==> config.mk <==
export PLATFORM = sky130hd
export DESIGN_NAME = ldpc_bf_decoder
export DESIGN_NICKNAME = d
export VERILOG_FILES = /design/src/rtl/ldpc_pkg.sv /design/src/rtl/ldpc_bf_decoder_syndrome.sv /design/src/rtl/ldpc_bf_decoder.sv
export SDC_FILE = /design/constraint.sdc
export NUM_CORES = 1
export LEC_CHECK = 0
export CAP_MARGIN = 0
export CORE_MARGIN = 3
export CORE_UTILIZATION = 35
export DETAILED_ROUTE_END_ITERATION = 8
export PLACE_DENSITY = 0.57
export SLEW_MARGIN = 20
export SYNTH_ARGS = -nofsm -noshare
export SYNTH_HDL_FRONTEND = slang
export SYNTH_SLANG_ARGS = --single-unit
==> constraint.sdc <==
create_clock -name clk -period 1.9 [get_ports clk]
set_clock_uncertainty 0.1 [all_clocks]
set_input_delay 0.38 -clock clk [delete_from_list [all_inputs] [get_ports clk]]
set_output_delay 0.38 -clock clk [all_outputs]
set_load 0.05 [all_outputs]
==> src/rtl/ldpc_pkg.sv <==
// rtl/ldpc_pkg.sv - shared types, default parity-check matrix and helpers for the bit-flip LDPC decoder
package ldpc_pkg;

    localparam int H_MAX_BITS = 4096;
    localparam int POP_W      = 64;

    typedef enum logic [1:0] {
        IDLE = 2'd0,
        ITER = 2'd1,
        DONE = 2'd2
    } state_e;

    // Check i covers bits i, M+i and M+((i+1) mod M): systematic part of weight 1, parity part of weight 2.
    function automatic logic [H_MAX_BITS-1:0] default_h(input int n, input int m);
        logic [H_MAX_BITS-1:0] h;
        h = '0;
        for (int i = 0; i < m; i++) begin
            h[i*n + i]                 = 1'b1;
            h[i*n + m + i]             = 1'b1;
            h[i*n + m + ((i + 1) % m)] = 1'b1;
        end
        return h;
    endfunction

    function automatic int popcount(input logic [POP_W-1:0] v);
        int c;
        c = 0;
        for (int i = 0; i < POP_W; i++) begin
            c = c + int'(v[i]);
        end
        return c;
    endfunction

endpackage

==> src/rtl/ldpc_bf_decoder_syndrome.sv <==
// rtl/ldpc_bf_decoder_syndrome.sv - combinational syndrome and majority flip vector from the current codeword
module ldpc_syndrome_calc
    import ldpc_pkg::*;
#(
    parameter int N        = 16,
    parameter int M        = 8,
    parameter     H_MATRIX = default_h(N, M)
) (
    input  logic [N-1:0] cw_i,
    output logic [M-1:0] syn_o,
    output logic [N-1:0] flip_o
);

    localparam int CNT_W = $clog2(M + 1);

    logic [M-1:0]     col_h;
    logic [M-1:0]     col_s;
    logic [CNT_W-1:0] unsat;
    logic [CNT_W-1:0] deg;

    always_comb begin
        syn_o = '0;
        for (int m = 0; m < M; m++) begin
            for (int n = 0; n < N; n++) begin
                syn_o[m] = syn_o[m] ^ (H_MATRIX[m*N + n] & cw_i[n]);
            end
        end
    end

    // A bit flips when strictly more than half of its checks are unsatisfied.
    always_comb begin
        flip_o = '0;
        col_h  = '0;
        col_s  = '0;
        unsat  = '0;
        deg    = '0;
        for (int n = 0; n < N; n++) begin
            for (int m = 0; m < M; m++) begin
                col_h[m] = H_MATRIX[m*N + n];
            end
            col_s     = col_h & syn_o;
            unsat     = CNT_W'(popcount(POP_W'(col_s)));
            deg       = CNT_W'(popcount(POP_W'(col_h)));
            flip_o[n] = (deg != '0) && ({unsat, 1'b0} > {1'b0, deg});
        end
    end

endmodule

==> src/rtl/ldpc_bf_decoder.sv <==
// rtl/ldpc_bf_decoder.sv - hard-decision bit-flip LDPC decoder top; LDPC_STATS_EN adds block/fail counters
module ldpc_bf_decoder
    import ldpc_pkg::*;
#(
    parameter int N        = 16,
    parameter int M        = 8,
    parameter int MAX_ITER = 8,
    parameter     H_MATRIX = default_h(N, M),
    parameter int ITER_W   = $clog2(MAX_ITER + 1)
) (
    input  logic              clk,
    input  logic              rst,
    input  logic              in_valid,
    output logic              in_ready,
    input  logic [N-1:0]      in_data,
    output logic              out_valid,
    input  logic              out_ready,
    output logic [N-1:0]      out_data,
    output logic              out_pass,
    output logic [ITER_W-1:0] out_iter
`ifdef LDPC_STATS_EN
    ,
    output logic [15:0]       stat_blocks,
    output logic [15:0]       stat_fails
`endif
);

    state_e              state_q, state_d;
    logic [N-1:0]        cw_q, cw_d;
    logic [ITER_W-1:0]   iter_q, iter_d;
    logic [N-1:0]        data_q, data_d;
    logic                pass_q, pass_d;
    logic [ITER_W-1:0]   oiter_q, oiter_d;
    logic                valid_q, valid_d;
    logic [M-1:0]        syn;
    logic [N-1:0]        flip;
    logic                out_hs;

    ldpc_syndrome_calc #(
        .N        (N),
        .M        (M),
        .H_MATRIX (H_MATRIX)
    ) u_syndrome (
        .cw_i   (cw_q),
        .syn_o  (syn),
        .flip_o (flip)
    );

    assign in_ready  = (state_q == IDLE) && !rst;
    assign out_valid = valid_q;
    assign out_data  = data_q;
    assign out_pass  = pass_q;
    assign out_iter  = oiter_q;
    assign out_hs    = valid_q && out_ready;

    always_comb begin
        state_d = state_q;
        cw_d    = cw_q;
        iter_d  = iter_q;
        data_d  = data_q;
        pass_d  = pass_q;
        oiter_d = oiter_q;
        valid_d = 1'b0;
        case (state_q)
            IDLE: begin
                if (in_valid && in_ready) begin
                    cw_d    = in_data;
                    iter_d  = '0;
                    state_d = ITER;
                end
            end
            ITER: begin
                if (syn == '0 || iter_q == ITER_W'(MAX_ITER) || flip == '0) begin
                    state_d = DONE;
                    data_d  = cw_q;
                    pass_d  = (syn == '0);
                    oiter_d = iter_q;
                end else begin
                    cw_d   = cw_q ^ flip;
                    iter_d = iter_q + ITER_W'(1);
                end
            end
            DONE: begin
                // Result registers load on entry; out_valid follows one cycle later.
                if (out_hs) begin
                    state_d = IDLE;
                end else begin
                    valid_d = 1'b1;
                end
            end
            default: state_d = IDLE;
        endcase
    end

    always_ff @(posedge clk) begin
        if (rst) begin
            state_q <= IDLE;
            cw_q    <= '0;
            iter_q  <= '0;
            data_q  <= '0;
            pass_q  <= 1'b0;
            oiter_q <= '0;
            valid_q <= 1'b0;
        end else begin
            state_q <= state_d;
            cw_q    <= cw_d;
            iter_q  <= iter_d;
            data_q  <= data_d;
            pass_q  <= pass_d;
            oiter_q <= oiter_d;
            valid_q <= valid_d;
        end
    end

`ifdef LDPC_STATS_EN
    logic [15:0] blocks_q;
    logic [15:0] fails_q;

    always_ff @(posedge clk) begin
        if (rst) begin
            blocks_q <= '0;
            fails_q  <= '0;
        end else if (out_hs) begin
            if (blocks_q != 16'hFFFF) begin
                blocks_q <= blocks_q + 16'd1;
            end
            if (!pass_q && fails_q != 16'hFFFF) begin
                fails_q <= fails_q + 16'd1;
            end
        end
    end

    assign stat_blocks = blocks_q;
    assign stat_fails  = fails_q;
`endif

endmodule

Word-level counts from Yosys, hierarchy flattened
Index checks and enable logic that the tools add are counted.
{"block": "word_totals", "regBits": 44, "latchBits": 0, "ramBits": 0, "mem_bits_ro": 0, "output_inout_bits": 23, "memories": 0}
{"block": "op_classes", "add_sub_neg": 9, "n_mul": 0, "div": 0, "magnitude_cmp": 16, "n_eq_ne": 7, "shift": 0, "muxes": 11, "bitwise_logic": 18, "reduce_logical": 14}
{"operator": "16-bit 2-to-1 mux", "n": 2}
{"operator": "16-bit case mux with 2 select lines", "n": 1}
{"operator": "1-bit by 1-bit adder with 2-bit output", "n": 8}
{"operator": "2-bit by 1-bit greater-than comparator with 1-bit output, second input constant", "n": 8}
{"operator": "16-bit zero test", "n": 1}
{"operator": "1-bit bitwise XOR", "n": 16}
{"operator": "16-bit bitwise XOR", "n": 1}
{"operator": "3-bit by 2-bit greater-than comparator with 1-bit output, second input constant", "n": 5}
{"operator": "5-bit by 2-bit greater-than comparator with 1-bit output, second input constant", "n": 3}
{"operator": "8-bit zero test", "n": 1}
{"operator": "4-bit 2-to-1 mux", "n": 2}
{"operator": "4-bit case mux with 2 select lines", "n": 1}
{"operator": "2-bit 2-to-1 mux", "n": 3}
{"operator": "2-bit != test, second input constant", "n": 3}
{"operator": "2-bit case mux with 3 select lines", "n": 1}
{"operator": "3-bit AND reduction", "n": 2}
{"operator": "4-bit by 1-bit adder with 4-bit output, second input constant", "n": 1}
{"operator": "4-bit == test, second input constant", "n": 1}
{"operator": "1-bit logical AND", "n": 3}
{"operator": "2-bit by 1-bit == test with 1-bit output, second input constant", "n": 1}
{"operator": "2-bit == test, second input constant", "n": 1}
{"operator": "2-bit zero test", "n": 1}
{"operator": "1-bit logical OR", "n": 2}
{"operator": "2-bit by 1-bit != test with 1-bit output, second input constant", "n": 1}
{"operator": "other kinds (6)", "n": 6}

Depth between registers and ports, before layout
{"block": "depth", "ltp_word": 8, "mapped_depth": 8}

By module
Synthesis repeated with hierarchy kept, for this count alone.
{"block": "hier_totals", "cells_unflattened": 346, "area_unflattened_um2": 2989.1}
{"mod": "ldpc_bf_decoder", "instances": 1, "cells_per_inst": 287, "area_each_um2": 2583.7, "seq_area_each_um2": 880.8}
{"mod": "ldpc_syndrome_calc", "instances": 1, "cells_per_inst": 59, "area_each_um2": 405.4, "seq_area_each_um2": 0.0}

Least setup slack after synthesis
OpenSTA, ideal clock, no wires.
{"block": "synth_timing", "kind": "input port to output port", "from": "input port rst", "to": "output port in_ready", "arrival_time_ns": 1.835, "required_ns": 1.420, "path_slack_ns": -0.415, "stages": 3, "path_buffers": 2, "path_cell_list": "clkbuf_1 -> clkbuf_1 -> nor3_1"}
{"block": "synth_between", "elab_chain_cells": 2}
{"item": "from (decl)", "line": "ldpc_bf_decoder.sv:12", "text": "input logic rst,"}
{"item": "1-bit zero test", "line": "ldpc_bf_decoder.sv:49", "text": "assign in_ready = (state_q == IDLE) && !rst;"}
{"item": "1-bit logical AND", "line": "ldpc_bf_decoder.sv:49"}
{"item": "to (decl)", "line": "ldpc_bf_decoder.sv:14", "text": "output logic in_ready,"}
No other way between the ends.

Worst setup path after layout
{"block": "layout_timing", "from": "register cw_q[13]", "to": "register data_q[13], in the netlist out_data[13]"}
{"block": "layout_between", "elab_chain_cells": 7, "elab_cells_between_ends": 16, "classes_between": "add/sub: 3; order compare: 5; bitwise: 3; reduce/logical: 5"}
{"item": "from (decl)", "line": "ldpc_bf_decoder.sv:29", "text": "logic [N-1:0] cw_q, cw_d;"}
{"item": "from (signal assigned)", "line": "ldpc_bf_decoder.sv:106", "text": "cw_q <= cw_d;"}
{"item": "1-bit bitwise XOR (2 in series)", "line": "ldpc_bf_decoder_syndrome.sv:25", "text": "syn_o[m] = syn_o[m] ^ (H_MATRIX[m*N + n] & cw_i[n]);"}
{"item": "1-bit by 1-bit adder with 2-bit output", "line": "ldpc_pkg.sv:29", "text": "c = c + int'(v[i]);"}
{"item": "3-bit by 2-bit greater-than comparator with 1-bit output", "line": "ldpc_bf_decoder_syndrome.sv:44", "text": "flip_o[n] = (deg != '0) && ({unsat, 1'b0} > {1'b0, deg});"}
{"item": "16-bit zero test", "line": "ldpc_bf_decoder.sv:73", "text": "if (syn == '0 || iter_q == ITER_W'(MAX_ITER) || flip == '0) begin"}
{"item": "1-bit logical OR", "line": "ldpc_bf_decoder.sv:73"}
{"item": "2-bit AND reduction (no source line)"}
{"item": "to (signal assigned)", "line": "ldpc_bf_decoder.sv:108", "text": "data_q <= data_d;"}
{"item": "to (decl)", "line": "ldpc_bf_decoder.sv:31", "text": "logic [N-1:0] data_q, data_d;"}
Several ways; a longest one is shown, not always the timed one.
A chain may end at the register's enable or synchronous reset.

==> results.md <==
- The run finished, with violations left.
- The checks that failed: negative setup slack.
- The number of vias per cell is 5.051.
- The die boundary width is 88.55 um.
- The first detailed-routing pass ran for 4 iterations.
- The aggregate global routing overflow is 0.
- Tracing the worst setup path back leads to its startpoint at cw_q[13]$_SDFFE_PP0P_.
- After detailed routing, the number of remaining DRC violations is 0.
- The number of antenna diodes in the final layout is 0.
- Counting along the longest clock path gives a buffer depth of 2.
- The net switching power of the design is 1.147 mW.
- The proportion of register bits with asynchronous set or reset after synthesis is 0%.
- A synthesized cell averages 8.833 um^2.
- The total power of the final layout is 3.194 mW.
- The library cell contributing the largest single delay on the critical path is sky130_fd_sc_hd__nor4b_4.
- Counting cells, the worst reg-to-reg path comes to 8.
- The number of distinct library cells after synthesis is 44.
- The total clock sinks is 44.
- Per report_power, the clock group accounts for 18.2% of the total.
- In this run the number of H-tree levels came out at 2.
- The fraction of power spent switching nets is 35.91%.
- The transition time at the pin with the least slew margin is 0.5207 ns.
- The start point of the worst min-delay path is out_data[8]$_SDFFE_PP0P_.
- The dominant synthesized flop cell is sky130_fd_sc_hd__dfxtp_1.
- Setup repair after global routing could not meet its margin everywhere.
- Buffers placed on the I/O ports in this run total 42.
- The cell chosen for the clock root is sky130_fd_sc_hd__clkbuf_8.
- The total of max-cap violations is 0.
- The Yosys step of the flow raised 0 warnings.
- The max-slew violation count is 0.
- Setup slack on the worst reg-to-reg path comes out at -0.12 ns.
- The post-detailed-routing wire length is 6334 um.
- The count of cells in the finished layout, fillers not included, comes to 428.
- The first global-routing pass estimated 10320 um of wire.
- The total area inside the core boundary comes to 0.006459 mm^2.
- After detailed routing, the average wire length per cell comes to 14.80 um.
- Counting every instance in the synthesized netlist gives 270.
- The shortest period the worst path allows is 2.018 ns.
- The sequential fraction of the synthesis area is 36.94%.
- In the post-route analysis, the smallest setup slack over all paths is -0.1181 ns.
- The overall fraction of global-route tracks in use is 17.09%.
- The worst register-to-register path begins at cw_q[13]$_SDFFE_PP0P_.
- The initial antenna violation count is 0.
- The final number of setup-violating endpoints is 34.
- After the first detailed-routing iteration, the DRC count stood at 58.
- The post-route netlist has 36.75% of its cells at a drive strength greater than 1.
- The number of enable flip-flop cells after synthesis is 0.
- The final layout contains 373 nets.
- The number of global-route vias before repair came to 2153.
- The critical path goes through xor2_2, a21oi_1, nor4b_4, nand3_4, buf_6, a21oi_4, buf_12, mux2i_1.
- The floorplan has 29 rows.
- Summing every instance area after synthesis gives 0.002385 mm^2.
- The sum of net half-perimeters after detailed placement is 4596 um.
- The worst supply voltage drop on vdd is 0.4773 mV.
- The I/O pin count is 43.
- Internal power comes to 2.047 mW.
- The congestion estimate from routability-driven global placement came to 0.8578.
- The final count of hold timing violations is 0.
- The clock buffer count from CTS is 5.
- Synthesis produced a netlist with a net count of 292.
- Counting both buffers and inverters, the worst setup path holds a total of 2.
- The post-detailed-route count of antenna-violating nets is 0.
- Including well taps, the total number of placed cells is 419.
- The category of the critical setup timing path is reg -> reg.
- The worst hold-check path type is reg -> reg.
- The headroom to the max-slew limit is 64.39%.
- The area growth from synthesis to layout is 49.84%.
- TritonCTS built the clock tree.
- STA puts the critical path data arrival time at 2.15 ns.
- The worst reg2reg path endpoint is out_data[13]$_SDFFE_PP0P_.
- The worst hold path terminates at out_data[8]$_SDFFE_PP0P_.
- The cell leakage power is 1.545 nW.
- Synthesis inferred 44 register bits.
- Dividing total power by cell area gives a power density of 893.7 mW/mm^2.
- In the finished design, the share of the clock period the worst path needs comes to 106.2%.
- STA classifies the critical path endpoint as a flop.
- At the later pin of the worst-skew pair, clock insertion delay measures 0.30 ns.
- For this block, the via count after detailed routing is 2162.
- The critical path data required time is 2.03 ns.
- The initial cell density of the core is 36.92%.
- The nature of the critical path startpoint is a flop.
- Based on the critical path, the design can be clocked at up to 0.4955 GHz.
- The final design utilization is 55.33%.
- In this run the vertical extent of the chip is 88.55 um.
- The cell family contributing the most delay on the critical path is simple AND/OR/NAND/NOR gates.
- Combinational logic burns 47.4% of the power.
- The clock-pin slew of the registers on the worst-case setup and hold paths is 0.09 ns.
- The total die area is 0.007840 mm^2.
- Along the worst hold path, the cell count comes to 2.
- Sequential cells account for 34.4% of the total power.
- The maximum fanout along the worst path is 8.
- The largest single stage delay on the critical path is 0.39 ns.
- The largest net degree at the start of global routing is 43.
- For this design, the CTS-stage hold fixing added 0 buffers.
[cells in the final DEF (no fill, tap or decap), types with 3 or more instances in the layout]
cell type                         count
sky130_fd_sc_hd__a21oi_1              3
sky130_fd_sc_hd__a21oi_4              3
sky130_fd_sc_hd__a311oi_2             5
sky130_fd_sc_hd__a31oi_1              3
sky130_fd_sc_hd__buf_12               6
sky130_fd_sc_hd__buf_4               60
sky130_fd_sc_hd__buf_6                9
sky130_fd_sc_hd__clkbuf_8             5
sky130_fd_sc_hd__clkdlybuf4s50_1     19
sky130_fd_sc_hd__dfxtp_1             38
sky130_fd_sc_hd__dfxtp_2              5
sky130_fd_sc_hd__inv_1                5
sky130_fd_sc_hd__maj3_1               3
sky130_fd_sc_hd__mux2i_1             27
sky130_fd_sc_hd__nand2_1             58
sky130_fd_sc_hd__nand3_1              5
sky130_fd_sc_hd__nor2_1               7
sky130_fd_sc_hd__nor2b_1              5
sky130_fd_sc_hd__nor3_1               3
sky130_fd_sc_hd__nor3b_2              3
sky130_fd_sc_hd__o211ai_1             9
sky130_fd_sc_hd__o21ai_0              3
sky130_fd_sc_hd__xnor2_1             10
sky130_fd_sc_hd__xor2_1               6
sky130_fd_sc_hd__xor2_2               5
[worst min-delay path: stages, from the launching register on]
cell	delay [ns]
sky130_fd_sc_hd__dfxtp_1	0.32
sky130_fd_sc_hd__nand2_1	0.05
sky130_fd_sc_hd__mux2i_1	0.05
[cell families after synthesis]
kind of cell	after synthesis	synth area share, %
buffers and inverters	27	5.666
multiplexers	29	12.28
AND/OR/NAND/NOR	98	19.68
XOR/XNOR	24	9.129
AO/OA/AOI/OAI	43	14.01
adder cells (fa/ha/maj)	5	2.308
flip-flops	44	36.94
[cell usage after synthesis, types with 3 or more instances]
master / count / share of area, %
sky130_fd_sc_hd__a31oi_1: 3 / 0.79
sky130_fd_sc_hd__a21oi_1: 5 / 1.0
sky130_fd_sc_hd__buf_2: 3 / 0.63
sky130_fd_sc_hd__inv_1: 5 / 0.79
sky130_fd_sc_hd__a311oi_1: 5 / 1.8
sky130_fd_sc_hd__nor3b_1: 4 / 1.3
sky130_fd_sc_hd__xnor2_1: 12 / 4.4
sky130_fd_sc_hd__maj3_1: 3 / 1.3
sky130_fd_sc_hd__nor2_1: 7 / 1.1
sky130_fd_sc_hd__mux2i_1: 27 / 11
sky130_fd_sc_hd__nand3_1: 7 / 1.5
sky130_fd_sc_hd__o21ai_0: 3 / 0.63
sky130_fd_sc_hd__nand2_1: 59 / 9.3
sky130_fd_sc_hd__o211ai_1: 9 / 2.8
sky130_fd_sc_hd__dfxtp_1: 44 / 37
sky130_fd_sc_hd__clkbuf_1: 12 / 1.9
sky130_fd_sc_hd__and3_1: 3 / 0.79
sky130_fd_sc_hd__a21o_1: 3 / 0.94
sky130_fd_sc_hd__nor3_1: 4 / 0.84
sky130_fd_sc_hd__nor2b_1: 5 / 1.3
sky130_fd_sc_hd__o31ai_1: 3 / 0.94
sky130_fd_sc_hd__xor2_1: 11 / 4.0
sky130_fd_sc_hd__buf_4: 4 / 1.3
[layer usage]
metal / vias to the layer above / track usage, % / wire (um)
met3: 4 / 3.259 / 247
met4: 0 / 6.181 / 68
li1: 1090 / - / -
met1: 1031 / 22.58 / 3009
met2: 37 / 27.80 / 3008
met5: - / 0 / 0
[timing repair]
action                     4_1_cts  5_1_grt
buffers inserted                 1        1
setup endpoints to repair       41       43
gates cloned                     1        0
pin swaps                        7       13
gates resized for setup         33       18
[through the flow]
stage                     setup slack [ns]  TNS (ns)  hold slack [ns]  instance area (um^2)
after detailed placement           -0.1965    -3.736           0.3492                  3212
after global placement             -0.1919    -2.134           0.3465                  3212
after floorplan                   -0.05728   -0.9106           0.3678                  2420
after global routing               -0.2217    -5.907           0.3791                  3573
final                              -0.1181    -2.612           0.3586                  3573
after CTS                          -0.1326    -2.874           0.3631                  3468
[registers in the layout, indices dropped and copies added, names as in the netlist, named ones only]
register	count
iter_q	4
out_iter	4
state_q	2
cw_q	15
out_data	16
out_pass	1
out_valid	1
[how the worst max path moves through the flow]
stage,to,slack [ns],cells after the start
2_1_floorplan,out_data[15]$_SDFFE_PP0P_,-0.06,7
3_3_place_gp,cw_q[13]$_SDFFE_PP0P_,-0.19,8
3_5_place_dp,cw_q[13]$_SDFFE_PP0P_,-0.20,7
4_1_cts,cw_q[5]$_SDFFE_PP0P_,-0.13,8
5_1_grt,out_data[13]$_SDFFE_PP0P_,-0.22,8
6_report,out_data[13]$_SDFFE_PP0P_,-0.12,8
[layout make-up]
cell class                 count  area (um^2)
multi-input combinational    199         1593
sequential                    44        890.9
tap                           77        96.34
clock inverter                 2        12.51
fill                         595         2885
timing repair buffer          95        889.6
inverter                       6        22.52
clock buffer                   5        68.82
[power groups by stage]
stage / Clock [mW] / Sequential, mW / Combinational (mW)
after floorplan: 0 / 1.10 / 0.834
after global routing: 0.637 / 1.11 / 1.64
final: 0.581 / 1.10 / 1.52
after detailed placement: 0 / 1.10 / 1.35
after CTS: 0.601 / 1.09 / 1.45
after global placement: 0 / 1.10 / 1.34
Note: power is estimated with default switching activity, not from simulation.
